==> src/rtl/bcd2bin_entry.sv <==
// Reverse double-dabble BCD -> signed binary, one bit per clock; done 4*DIGITS+3 cycles after start (2 on a bad digit).
// start is taken only when idle, otherwise ignored; define BCD2BIN_SAT_EN to saturate on overflow instead of raising err.
module bcd2bin_entry #(
    parameter int DIGITS = 2,
    parameter int OUT_W  = 8
) (
    input  logic                  clk,
    input  logic                  ar_n,
    input  logic                  start,
    input  logic [4*DIGITS-1:0]   bcd_in,
    input  logic                  neg,
    output logic                  busy,
    output logic                  done,
    output logic [OUT_W-1:0]      y,
    output logic                  err
);

    localparam int BW    = 4 * DIGITS;
    localparam int CNT_W = $clog2(BW);
    localparam int CW    = ((BW > OUT_W) ? BW : OUT_W) + 1;

    typedef enum logic [2:0] {
        S_IDLE,
        S_CHECK,
        S_SHIFT,
        S_SIGN,
        S_DONE
    } state_t;

    state_t              r_state;
    state_t              w_state_nxt;
    logic [BW-1:0]       r_bcd;
    logic                r_neg;
    logic [2*BW-1:0]     r_work;
    logic [CNT_W-1:0]    r_cnt;
    logic [OUT_W-1:0]    r_res;
    logic                r_err_pend;
    logic [OUT_W-1:0]    r_y;
    logic                r_err;
    logic                r_busy;
    logic                r_done;

    logic                w_bad_digit;
    logic                w_shift_last;
    logic [2*BW-1:0]     w_work_sh;
    logic [CW-1:0]       w_mag_ext;
    logic [CW-1:0]       w_half;
    logic                w_ovf;
    logic [OUT_W-1:0]    w_mag_trunc;
    logic [OUT_W-1:0]    w_res_raw;
    logic [OUT_W-1:0]    w_res_fin;
    logic                w_err_fin;

    always_comb begin
        w_bad_digit = 1'b0;
        for (int i = 0; i < DIGITS; i++) begin
            if (r_bcd[4*i +: 4] > 4'd9) begin
                w_bad_digit = 1'b1;
            end
        end
    end

    // One reverse double-dabble step: shift the whole word, then correct any BCD nibble that reached 8 or more.
    always_comb begin
        w_work_sh = r_work >> 1;
        for (int i = 0; i < DIGITS; i++) begin
            if (w_work_sh[BW + 4*i + 3]) begin
                w_work_sh[BW + 4*i +: 4] = w_work_sh[BW + 4*i +: 4] - 4'd3;
            end
        end
    end

    assign w_shift_last = (r_cnt == CNT_W'(BW - 1));

    always_comb begin
        w_mag_ext           = {{(CW-BW){1'b0}}, r_work[BW-1:0]};
        w_half              = '0;
        w_half[OUT_W-1]     = 1'b1;
        // Negative range reaches one step further than positive.
        w_ovf               = r_neg ? (w_mag_ext > w_half) : (w_mag_ext >= w_half);
        w_mag_trunc         = w_mag_ext[OUT_W-1:0];
        w_res_raw           = r_neg ? ({OUT_W{1'b0}} - w_mag_trunc) : w_mag_trunc;
        w_res_fin           = w_res_raw;
        w_err_fin           = 1'b0;
`ifdef BCD2BIN_SAT_EN
        if (w_ovf) begin
            w_res_fin = r_neg ? {1'b1, {(OUT_W-1){1'b0}}} : {1'b0, {(OUT_W-1){1'b1}}};
        end
`else
        w_err_fin = w_ovf;
`endif
    end

    always_ff @(posedge clk or negedge ar_n) begin
        if (!ar_n) begin
            r_state <= S_IDLE;
        end else begin
            r_state <= w_state_nxt;
        end
    end

    always_comb begin
        w_state_nxt = r_state;
        case (r_state)
            S_IDLE:  if (start) w_state_nxt = S_CHECK;
            S_CHECK: w_state_nxt = w_bad_digit ? S_DONE : S_SHIFT;
            S_SHIFT: if (w_shift_last) w_state_nxt = S_SIGN;
            S_SIGN:  w_state_nxt = S_DONE;
            S_DONE:  w_state_nxt = S_IDLE;
            default: w_state_nxt = S_IDLE;
        endcase
    end

    always_ff @(posedge clk or negedge ar_n) begin
        if (!ar_n) begin
            r_bcd      <= '0;
            r_neg      <= 1'b0;
            r_work     <= '0;
            r_cnt      <= '0;
            r_res      <= '0;
            r_err_pend <= 1'b0;
            r_y        <= '0;
            r_err      <= 1'b0;
            r_busy     <= 1'b0;
            r_done     <= 1'b0;
        end else begin
            r_busy <= (r_state == S_CHECK) || (r_state == S_SHIFT) || (r_state == S_SIGN);
            r_done <= (r_state == S_DONE);
            case (r_state)
                S_IDLE: begin
                    if (start) begin
                        r_bcd <= bcd_in;
                        r_neg <= neg;
                    end
                end
                S_CHECK: begin
                    r_err_pend <= w_bad_digit;
                    if (!w_bad_digit) begin
                        r_work <= {r_bcd, {BW{1'b0}}};
                        r_cnt  <= '0;
                    end
                end
                S_SHIFT: begin
                    r_work <= w_work_sh;
                    r_cnt  <= r_cnt + 1'b1;
                end
                S_SIGN: begin
                    r_res      <= w_res_fin;
                    r_err_pend <= w_err_fin;
                end
                S_DONE: begin
                    // A failed conversion leaves the previous operand in place.
                    if (!r_err_pend) begin
                        r_y <= r_res;
                    end
                    r_err <= r_err_pend;
                end
                default: ;
            endcase
        end
    end

    assign busy = r_busy;
    assign done = r_done;
    assign y    = r_y;
    assign err  = r_err;

endmodule
==> config.mk <==
export PLATFORM = sky130hd
export DESIGN_NAME = bcd2bin_entry
export DESIGN_NICKNAME = d
export VERILOG_FILES = /design/src/rtl/bcd2bin_entry.sv
export SDC_FILE = /design/constraint.sdc
export NUM_CORES = 1
export LEC_CHECK = 0
export CORE_UTILIZATION = 55
export CTS_CLUSTER_SIZE = 30
export DETAILED_ROUTE_END_ITERATION = 10
export GPL_ROUTABILITY_DRIVEN = 0
export PLACE_DENSITY_LB_ADDON = 0.08
export RECOVER_POWER = 25
export SLEW_MARGIN = 25
export SYNTH_ARGS = -nofsm -noshare
export SYNTH_HDL_FRONTEND = slang
export SYNTH_SLANG_ARGS = --single-unit
==> constraint.sdc <==
create_clock -name clk -period 2.1 [get_ports clk]
set_input_delay 0.21 -clock clk [delete_from_list [all_inputs] [get_ports clk]]
set_output_delay 0.21 -clock clk [all_outputs]
set_load 0.01 [all_outputs]
==> reports/metrics.cfg, run 1 <==
[outcome]
status=completed

[pwr]
clockPowerShare=0.142
p_int_mw=2.342
peakVddDrop_v=0.0008328
powerDensity_nw_per_um2=1440
sw_frac_of_total=0.3640
seqPwrFrac=0.470
p_sw_mw=1.340
p_comb_frac=0.388
leakagePower_nw=1.175

[grt]
grt-ovfl-total=0
grt_pass1_vias=1487
grt_antenna_before_repair=0
track_usage=0.2256
grt_max_degree=52
grt_pass1_wl_um=7155

[yosys]
postSynthCellCount=184
synth-seq-area-share=0.5724
synth_fp_nets=200
ys_ff_latch=51
syn_area_um2=2230
synth.avg_cell_area_um2=12.12
ys_types=34
yosysWarnings=0

[setup_path]
crit_fanout=8
required_ns=2.28
cp_top_family=simple AND/OR/NAND/NOR gates
cp_data_arrival_time_ns=1.84
critical-path-max-stage-delay_ns=0.49
start_kind=register
crit_buf_inv=0
worstPathCellList=nor2_1 > nand2_1 > nor2_2 > mux2_2
critical_path.slowest_cell=dfrtp_1
cp-end-kind=register
worstSetupPathType=register to register

[floorplan]
die_w_um=65.67
core_area_um2=3771
initial_core_util=0.5912
die_area_um2=4313
io_pins=23
die_y_um=65.67
rows=22

[routing]
vias_per_cell=5.735
wl_per_cell_um=15.56
dr.pass1.iters=4
drtIter0Drc=51
dr_total_vias=1474
wl_um=3999
ant_nets=0
post-route-drc-count=0

[timing]
clock_skew_ns=0.006589
setup_viol=0
fmax_ghz=0.6051
finalCriticalPeriod_ns=1.653
hold_violations=0
relSlewSlack=0.2053
finalCritPeriodShare=0.7869
finalSetupTns_ns=0
slew_violations=0
tightest_slew_ns=1.192
rsz0062_at_grt=no

[layout]
n_antenna_cell=0
drive_above_1_share=0.1627
areaGrowthSynthToFinish_pct=14.65
fillCellCount=287
finalNetCount=224
final_util=0.6778

[clock_network]
cts_max_path_buffers=2
cts_sinks=51
cts_tree=done
postCtsHoldBufs=0
cts_resized=0
cts_made_buffers=5
clock_latency_ns=0.30
clk_pin_slew_ns=0.08
ctsHtreeMaxLevel=2
post_cts_buffers=0
root_buffer=clkbuf_8

[place]
port_buffers=22
place_hpwl_um=2947

[hold_path]
hold_class=input pin to async pin

[run]
drv_cap=0

## flip-flops by register name, indices dropped and copies added, names as in the netlist
name / count
busy: 1
done: 1
err: 1
r_bcd: 8
r_cnt: 3
r_err_pend: 1
r_neg: 1
r_res: 8
r_state: 3
r_work: 16
y: 8
## placed cells by master (no fill, tap or decap), types with 3 or more instances in the layout
cell,netlist,final
mux2i_1,8,8
buf_4,1,3
a21oi_1,3,3
nor2_1,6,6
inv_1,5,5
a31oi_1,3,3
o21ai_0,12,12
xor2_1,6,6
o21ai_1,9,9
nand2b_1,3,3
nand2_1,14,14
ha_1,4,4
dfrtp_1,51,51
mux2_2,17,17
a22o_1,10,10
nand3_1,6,6
clkbuf_8,0,5
clkdlybuf4s50_1,0,21
## power by group through the flow
stage / Sequential, mW / Combinational, mW / Clock [mW]
4_1_cts: 1.73 / 1.44 / 0.544
5_1_grt: 1.79 / 1.61 / 0.579
3_5_place_dp: 1.75 / 1.44 / 0
2_1_floorplan: 1.65 / 1.08 / 0
6_report: 1.73 / 1.43 / 0.524
3_3_place_gp: 1.70 / 1.36 / 0
## logic make-up after synthesis
logic type,after synthesis,synth area share
XOR/XNOR,8,0.03143
AND/OR/NAND/NOR,41,0.1038
AO/OA/AOI/OAI,40,0.1122
adder cells (fa/ha/maj),4,0.02245
flip-flops,51,0.5724
buffers and inverters,15,0.03592
multiplexers,25,0.1218
## per-stage QoR
stage	cells	total power [mW]	hold WS, ns	setup WS, ns	cell area, um2
5_1_grt	257	3.981	0.3399	0.3195	2556
4_1_cts	257	3.716	0.01789	0.4344	2559
2_1_floorplan	184	2.732	-0.08559	0.5358	2230
3_3_place_gp	249	3.063	0.3381	0.5000	2477
3_5_place_dp	249	3.187	0.3474	0.4636	2477
6_report	257	3.682	0.2320	0.4474	2556
## cell usage after synthesis
cell | instances | share of area
o41ai_1 | 1 | 0.0039
nand4b_1 | 1 | 0.0039
nor4b_4 | 1 | 0.011
xnor2_1 | 2 | 0.0079
inv_1 | 5 | 0.0084
a31oi_1 | 3 | 0.0084
mux2_2 | 17 | 0.086
or3_1 | 2 | 0.0056
a21oi_1 | 3 | 0.0067
o21ai_0 | 12 | 0.027
xor2_1 | 6 | 0.024
dfrtp_1 | 51 | 0.57
nand2b_1 | 3 | 0.0084
nand3_1 | 6 | 0.013
buf_4 | 1 | 0.0034
clkbuf_1 | 2 | 0.0034
a211oi_1 | 1 | 0.0034
nor2_2 | 1 | 0.0028
buf_6 | 2 | 0.010
inv_2 | 1 | 0.0017
and2_4 | 1 | 0.0039
or4_1 | 1 | 0.0034
or2_1 | 1 | 0.0028
nand2_1 | 14 | 0.024
o21ai_1 | 9 | 0.020
mux2i_1 | 8 | 0.036
nor2_1 | 6 | 0.010
ha_1 | 4 | 0.022
or3_4 | 1 | 0.0051
buf_2 | 4 | 0.0090
o31ai_1 | 1 | 0.0034
a22o_1 | 10 | 0.039
nor3b_2 | 1 | 0.0056
nor3_1 | 2 | 0.0045
## worst paths after layout
check | startpoint | to | slack, ns | depth (start not counted)
max reg2reg | r_state[1] | y[6] | 0.45 | 4
min reg2reg | r_res[2] | r_res[2] | 0.49 | 2
min | ar_n | r_state[2] | 0.23 | 2
max in group asynchronous | ar_n | r_neg | 1.15 | 2
max | r_state[1] | y[6] | 0.45 | 4
min in group clk | neg | r_neg | 0.48 | 3
## layout make-up
class / count / area (um2) / area share
clock buffers: 7 / 76.32 / 0.02986
clock inverters: 1 / 5.005 / 0.001958
inverters: 6 / 22.52 / 0.008811
multi-input cells: 118 / 873.3 / 0.3417
flip-flops and latches: 51 / 1276 / 0.4993
well taps: 48 / 60.06 / 0.02349
repair buffers: 26 / 242.7 / 0.09496
## per-layer routing
layer	GRT usage	share of wire	up-vias
li1	-	-	705
met1	0.2957	0.45	735
met2	0.3763	0.50	29
met3	0.06250	0.037	5
met4	0.04076	0.0095	0
met5	0	0	-
Note: power is estimated with default switching activity, not from simulation.
==> run 2: changes to the inputs <==
--- a/config.mk
+++ b/config.mk
@@ -5,7 +5,7 @@
 export SDC_FILE = /design/constraint.sdc
 export NUM_CORES = 1
 export LEC_CHECK = 0
-export CORE_UTILIZATION = 55
+export CORE_UTILIZATION = 50
 export CTS_CLUSTER_SIZE = 30
 export DETAILED_ROUTE_END_ITERATION = 10
 export GPL_ROUTABILITY_DRIVEN = 0
==> constraint.sdc (replaced) <==
create_clock -name clk -period 1.4 [get_ports clk]
set_input_delay 0.14 -clock clk [delete_from_list [all_inputs] [get_ports clk]]
set_output_delay 0.14 -clock clk [all_outputs]
set_load 0.01 [all_outputs]
==> run 2 against run 1 <==
Effect of this change:
- the run now ends with negative setup slack left
- worst hold slack better by 0.14 ns
- highest routed layer unchanged
- design area is 25% higher
- die area is 9.7% higher
- largest power group is now combinational logic
- largest cell class unchanged
- non-clock buffer count is 41 higher
- flip-flop and latch count stayed put
- critical endpoint is now r_err_pend
==> reports/metrics.cfg, run 2 (synthesis gave the netlist of run 1 again) <==
[hold_path]
hold_class=input pin to register

[outcome]
violations=negative setup slack
status=complete, but fails checks

[setup_path]
required_ns=1.61  ; -0.67 ns
worstSetupPathType=register to register
crit_fanout=2  ; -6
cp-end-kind=register
cp_data_arrival_time_ns=1.79  ; -0.05 ns
start_kind=register

[floorplan]
die_y_um=68.78  ; +4.7%
initial_core_util=0.5380  ; -0.05320
io_pins=23  ; unchanged
rows=23  ; +4.5%
die_area_um2=4730  ; +9.7%
core_area_um2=4144  ; +9.9%
die_w_um=68.78  ; +4.7%

[clock_network]
cts_sinks=51  ; unchanged
clock_latency_ns=0.31  ; about the same
cts_made_buffers=5  ; unchanged
cts_tree=done
cts_max_path_buffers=2  ; unchanged
ctsHtreeMaxLevel=2  ; unchanged
clk_pin_slew_ns=0.10  ; +0.02 ns
root_buffer=clkbuf_8

[pwr]
leakagePower_nw=1.570  ; +34%
peakVddDrop_v=0.001255  ; +51%
finalPower_mw=7.359  ; +100%
powerDensity_nw_per_um2=2306  ; +60%

[layout]
fin_cells=301  ; +17%
n_antenna_cell=0  ; unchanged
drive_above_1_share=0.3984  ; +0.2357
finalNetCount=266  ; +19%
largest_register_ffs=16  ; unchanged
largest-register=r_work
final_common_cell=dfrtp_1
layout_common_cells=48 x dfrtp_1, 33 x buf_4, 16 x mux2_4, 16 x clkdlybuf4s50_1, 13 x nand2_1
areaGrowthSynthToFinish_pct=43.10

[timing]
hold_violations=0  ; unchanged
finalCritPeriodShare=1.125  ; +0.3380
worst_slack_ns=-0.1749  ; -0.6223 ns
slew_violations=0  ; unchanged
setup_viol=24  ; +24
finalCriticalPeriod_ns=1.575  ; -0.07767 ns
tightest_slew_ns=0.6747  ; -0.5172 ns
relSlewSlack=0.5502  ; +0.3448
fmax_ghz=0.6350  ; +4.9%
rsz0062_at_grt=yes
hold_slack_ns=0.3745  ; +0.1425 ns
clock_skew_ns=0.009161  ; +0.002572 ns
finalSetupTns_ns=-1.453  ; -1.453 ns

[routing]
dr_total_vias=1632  ; +11%
drtIter0Drc=82  ; +61%
wl_per_cell_um=15.89  ; +2.1%
wl_um=4783  ; +20%
dr.pass1.iters=4  ; unchanged
ant_nets=0  ; unchanged
vias_per_cell=5.422  ; -5.5%
post-route-drc-count=0  ; unchanged

[grt]
grt_antenna_before_repair=0  ; unchanged
grt_pass1_vias=1638  ; +10%
track_usage=0.2314  ; +0.005745
grt_max_degree=52  ; unchanged
grt_pass1_wl_um=7707  ; +7.7%
grt-ovfl-total=0  ; unchanged

[run]
drv_cap=0  ; unchanged

[place]
place_hpwl_um=3073  ; +4.3%
port_buffers=22  ; unchanged
dp.cells=276  ; +11%

==> run 2: through the flow <==
step           utilization  instance area (um2)  setup WS [ns]
2_1_floorplan            -                 2258        -0.1483
3_3_place_gp        0.6552                 2715        -0.1361
3_5_place_dp        0.6552                 2715        -0.1645
4_1_cts             0.7425                 3077        -0.1666
5_1_grt             0.7699                 3191        -0.2688
6_report            0.7699                 3191        -0.1749
==> run 2: final timing paths <==
check	start	to	slack [ns]	cells past startpoint
min reg2reg	r_res[1]	r_res[1]	0.50	2
min	neg	r_neg	0.37	3
max in group asynchronous	ar_n	r_state[2]	0.41	3
min in group asynchronous	ar_n	r_bcd[1]	0.52	3
max reg2reg	r_work[6]	r_err_pend	-0.17	4
max	r_work[6]	r_err_pend	-0.17	4
==> run 2: power by group <==
group          total (mW)  internal [mW]  switching [mW]
logic                3.58           2.06            1.51
registers            2.57           2.07           0.507
clock network        1.21          0.712           0.498
total                7.36           4.84            2.52
==> run 2: critical path, stage by stage, from the launching register on <==
cell and delay (ns):
dfrtp_1 0.39, or4_4 0.53, or3_1 0.31, a31oi_1 0.17, o21ai_1 0.07
==> run 2: cell type report <==
| class | count | area [um2] |
|---|---|---|
| Inverter | 6 | 25.02 |
| Clock inverter | 3 | 67.56 |
| Sequential cell | 51 | 1280 |
| Tap cell | 50 | 62.56 |
| Clock buffer | 5 | 68.82 |
| Fill cell | 240 | 953.4 |
| Multi-Input combinational cell | 119 | 1064 |
| Timing Repair Buffer | 67 | 623.1 |
==> run 2: what timing repair did <==
item,in CTS,in global routing
setup buffers,10,4
hold endpoints to repair,51,0
gates cloned,2,0
resized for setup,34,26
pin swaps,11,13
hold buffers,1,0
setup endpoints to repair,44,47
==> run 2: metal layers <==
metal,GRT usage,part of all wire,vias to the layer above
li1,-,-,779
met1,0.3003,0.47,807
met2,0.3725,0.47,35
met3,0.04112,0.031,11
met4,0.1148,0.025,0
met5,0,0,-
==> run 3: changes to the inputs <==
--- a/config.mk
+++ b/config.mk
@@ -5,9 +5,10 @@
 export SDC_FILE = /design/constraint.sdc
 export NUM_CORES = 1
 export LEC_CHECK = 0
-export CORE_UTILIZATION = 50
+export CORE_UTILIZATION = 55
 export CTS_CLUSTER_SIZE = 30
 export DETAILED_ROUTE_END_ITERATION = 10
+export DONT_BUFFER_PORTS = 1
 export GPL_ROUTABILITY_DRIVEN = 0
 export PLACE_DENSITY_LB_ADDON = 0.08
 export RECOVER_POWER = 25
==> run 3 against run 2 <==
Effect of this change:
- the flow still finishes with violations (negative setup slack)
- first-iteration DRC count rose by 11%
- fmax is 0.25% lower
- largest cell class unchanged
- count of clock-buffer cells in the layout rose by 1
==> reports/metrics.cfg, run 3 (synthesis gave the netlist of run 1 again) <==
[setup_path]
critical-path-max-stage-delay_ns=0.51  ; -0.02 ns
worstSetupPathType=register to register
cp_data_arrival_time_ns=1.78  ; about the same
reg2regPathDepth=4  ; unchanged
worstPathCellList=or4_4 > or3_1 > a31oi_1 > o21ai_1
start_kind=register
worstReg2RegStart=r_work[5]
crit_fanout=2  ; unchanged
r2r_slack_ns=-0.18  ; about the same
r2r_end=r_err_pend
cp-end-kind=register
critical_path.slowest_cell=or4_4
required_ns=1.60  ; about the same

[routing]
dr.pass1.iters=4  ; unchanged
ant_nets=0  ; unchanged
post-route-drc-count=0  ; unchanged
wl_um=5426  ; +13%
drtIter0Drc=91  ; +11%
wl_per_cell_um=18.78  ; +18%
vias_per_cell=5.730  ; +5.7%
dr_total_vias=1656  ; +1.5%

[hold_path]
hold_class=input pin to register
hold-path-cell-count=2  ; -1
min_to=r_state[0]
hp-start=start

[layout]
largest-register=r_work
final_common_cell=dfrtp_1
drive_above_1_share=0.4274  ; +0.02898
areaGrowthSynthToFinish_pct=38.78
largest_register_ffs=16  ; unchanged
fin_area_um2=3094  ; -3.0%
fillCellCount=192  ; -20%
finalNetCount=256  ; -3.8%
layout_common_cells=48 x dfrtp_1, 32 x buf_4, 16 x mux2_4
n_antenna_cell=0  ; unchanged

[clock_network]
clock_latency_ns=0.31  ; about the same
root_buffer=clkbuf_8
ctsHtreeMaxLevel=2  ; unchanged
cts_made_buffers=5  ; unchanged
cts_tree=done
cts_sinks=51  ; unchanged
clk_pin_slew_ns=0.09  ; about the same
cts_max_path_buffers=2  ; unchanged

[outcome]
status=complete, but fails checks
violations=negative setup slack

[timing]
relSlewSlack=0.5491  ; -0.001117
finalCritPeriodShare=1.128  ; +0.002832
fmax_ghz=0.6334  ; -0.25%
setup_viol=45  ; +88%
rsz0062_at_grt=yes
slew_violations=0  ; unchanged
clock_skew_ns=0.01081  ; +0.001651 ns
worst_slack_ns=-0.1789  ; -0.003965 ns
finalCriticalPeriod_ns=1.579  ; +0.003965 ns
tightest_slew_ns=0.6764  ; +0.001676 ns
hold_violations=0  ; unchanged

[pwr]
p_comb_frac=0.508  ; +0.022
leakagePower_nw=1.463  ; -6.8%
p_int_mw=4.539  ; -6.2%
clockPowerShare=0.124  ; -0.040
sw_frac_of_total=0.3718  ; +0.02945
seqPwrFrac=0.368  ; +0.018
powerDensity_nw_per_um2=2335  ; +1.2%
peakVddDrop_v=0.001471  ; +17%
p_sw_mw=2.686  ; +6.6%

[place]
port_buffers=0  ; -100%
post-place-ws_ns=-0.1506  ; +0.01383 ns
place_hpwl_um=2714  ; -12%
dpl_cell_area_um2=2482  ; -8.6%

[floorplan]
die_y_um=65.67  ; -4.5%
die_w_um=65.67  ; -4.5%
core_area_um2=3771  ; -9.0%
io_pins=23  ; unchanged
die_area_um2=4313  ; -8.8%
rows=22  ; -4.3%
initial_core_util=0.5912  ; +0.05320

[grt]
grt_pass1_vias=1630  ; -0.49%
grt_pass1_wl_um=8211  ; +6.5%
grt_max_degree=52  ; unchanged
track_usage=0.2597  ; +0.02834
grt-ovfl-total=0  ; unchanged
grt_antenna_before_repair=0  ; unchanged

[run]
drv_cap=0  ; unchanged

run 3: routing by layer:
layer,track usage,part of all wire
met5,0,0
met4,0.07065,0.014
met3,0.05729,0.052
met2,0.4145,0.51
met1,0.3555,0.43
run 3: what timing repair did:
action	CTS	global route
hold endpoints to repair	60	0
hold buffers	11	0
pin swaps	9	9
endpoints found under the setup margin	41	39
gates cloned	2	0
buffers inserted	12	6
gates resized for setup	31	28
run 3: worst max path at each step:
| stage | startpoint | endpoint | slack [ns] | cells after the start |
|---|---|---|---|---|
| global route | r_work[5] | r_err_pend | -0.25 | 4 |
| floorplan | r_work[6] | r_err_pend | -0.15 | 4 |
| global placement | r_work[6] | r_err_pend | -0.13 | 4 |
| detailed placement | r_work[6] | r_err_pend | -0.15 | 4 |
| finish | r_work[5] | r_err_pend | -0.18 | 4 |
| CTS | r_work[6] | r_err_pend | -0.16 | 4 |
run 3: cell type report:
type	count	area, um2	area share
multi-input combinational	119	1081	0.3494
clock buffer	6	82.58	0.02669
sequential	51	1280	0.4137
clock inverter	2	16.27	0.005257
tap	48	60.06	0.01941
inverter	6	25.02	0.008087
timing repair buffer	57	549.3	0.1775
run 3: power by group through the flow:
stage | clock [mW] | sequential, mW | combinational (mW)
floorplan | 0 | 2.49 | 1.69
global placement | 0 | 2.54 | 2.31
detailed placement | 0 | 2.58 | 2.42
CTS | 0.905 | 2.58 | 3.04
global route | 0.978 | 2.72 | 3.95
finish | 0.895 | 2.66 | 3.67
run 3: worst max-delay path: cells and delay by family (launching register included):
kind | cells | cell delay [ns]
compound gates | 2 | 0.24
flops | 1 | 0.41
simple gates | 2 | 0.83
run 3: stage by stage:
step	hold WS, ns	utilization	total power [mW]	std cells	TNS (ns)
final	0.03796	0.8205	7.225	289	-4.220
after global routing	0.03640	0.8205	7.649	289	-6.798
after CTS	0.02604	0.7757	6.528	283	-1.412
after detailed placement	-0.1547	0.6583	5.001	250	-2.152
after global placement	-0.1547	0.6583	4.853	250	-0.7704
after floorplan	-0.1556	-	4.179	184	-1.916
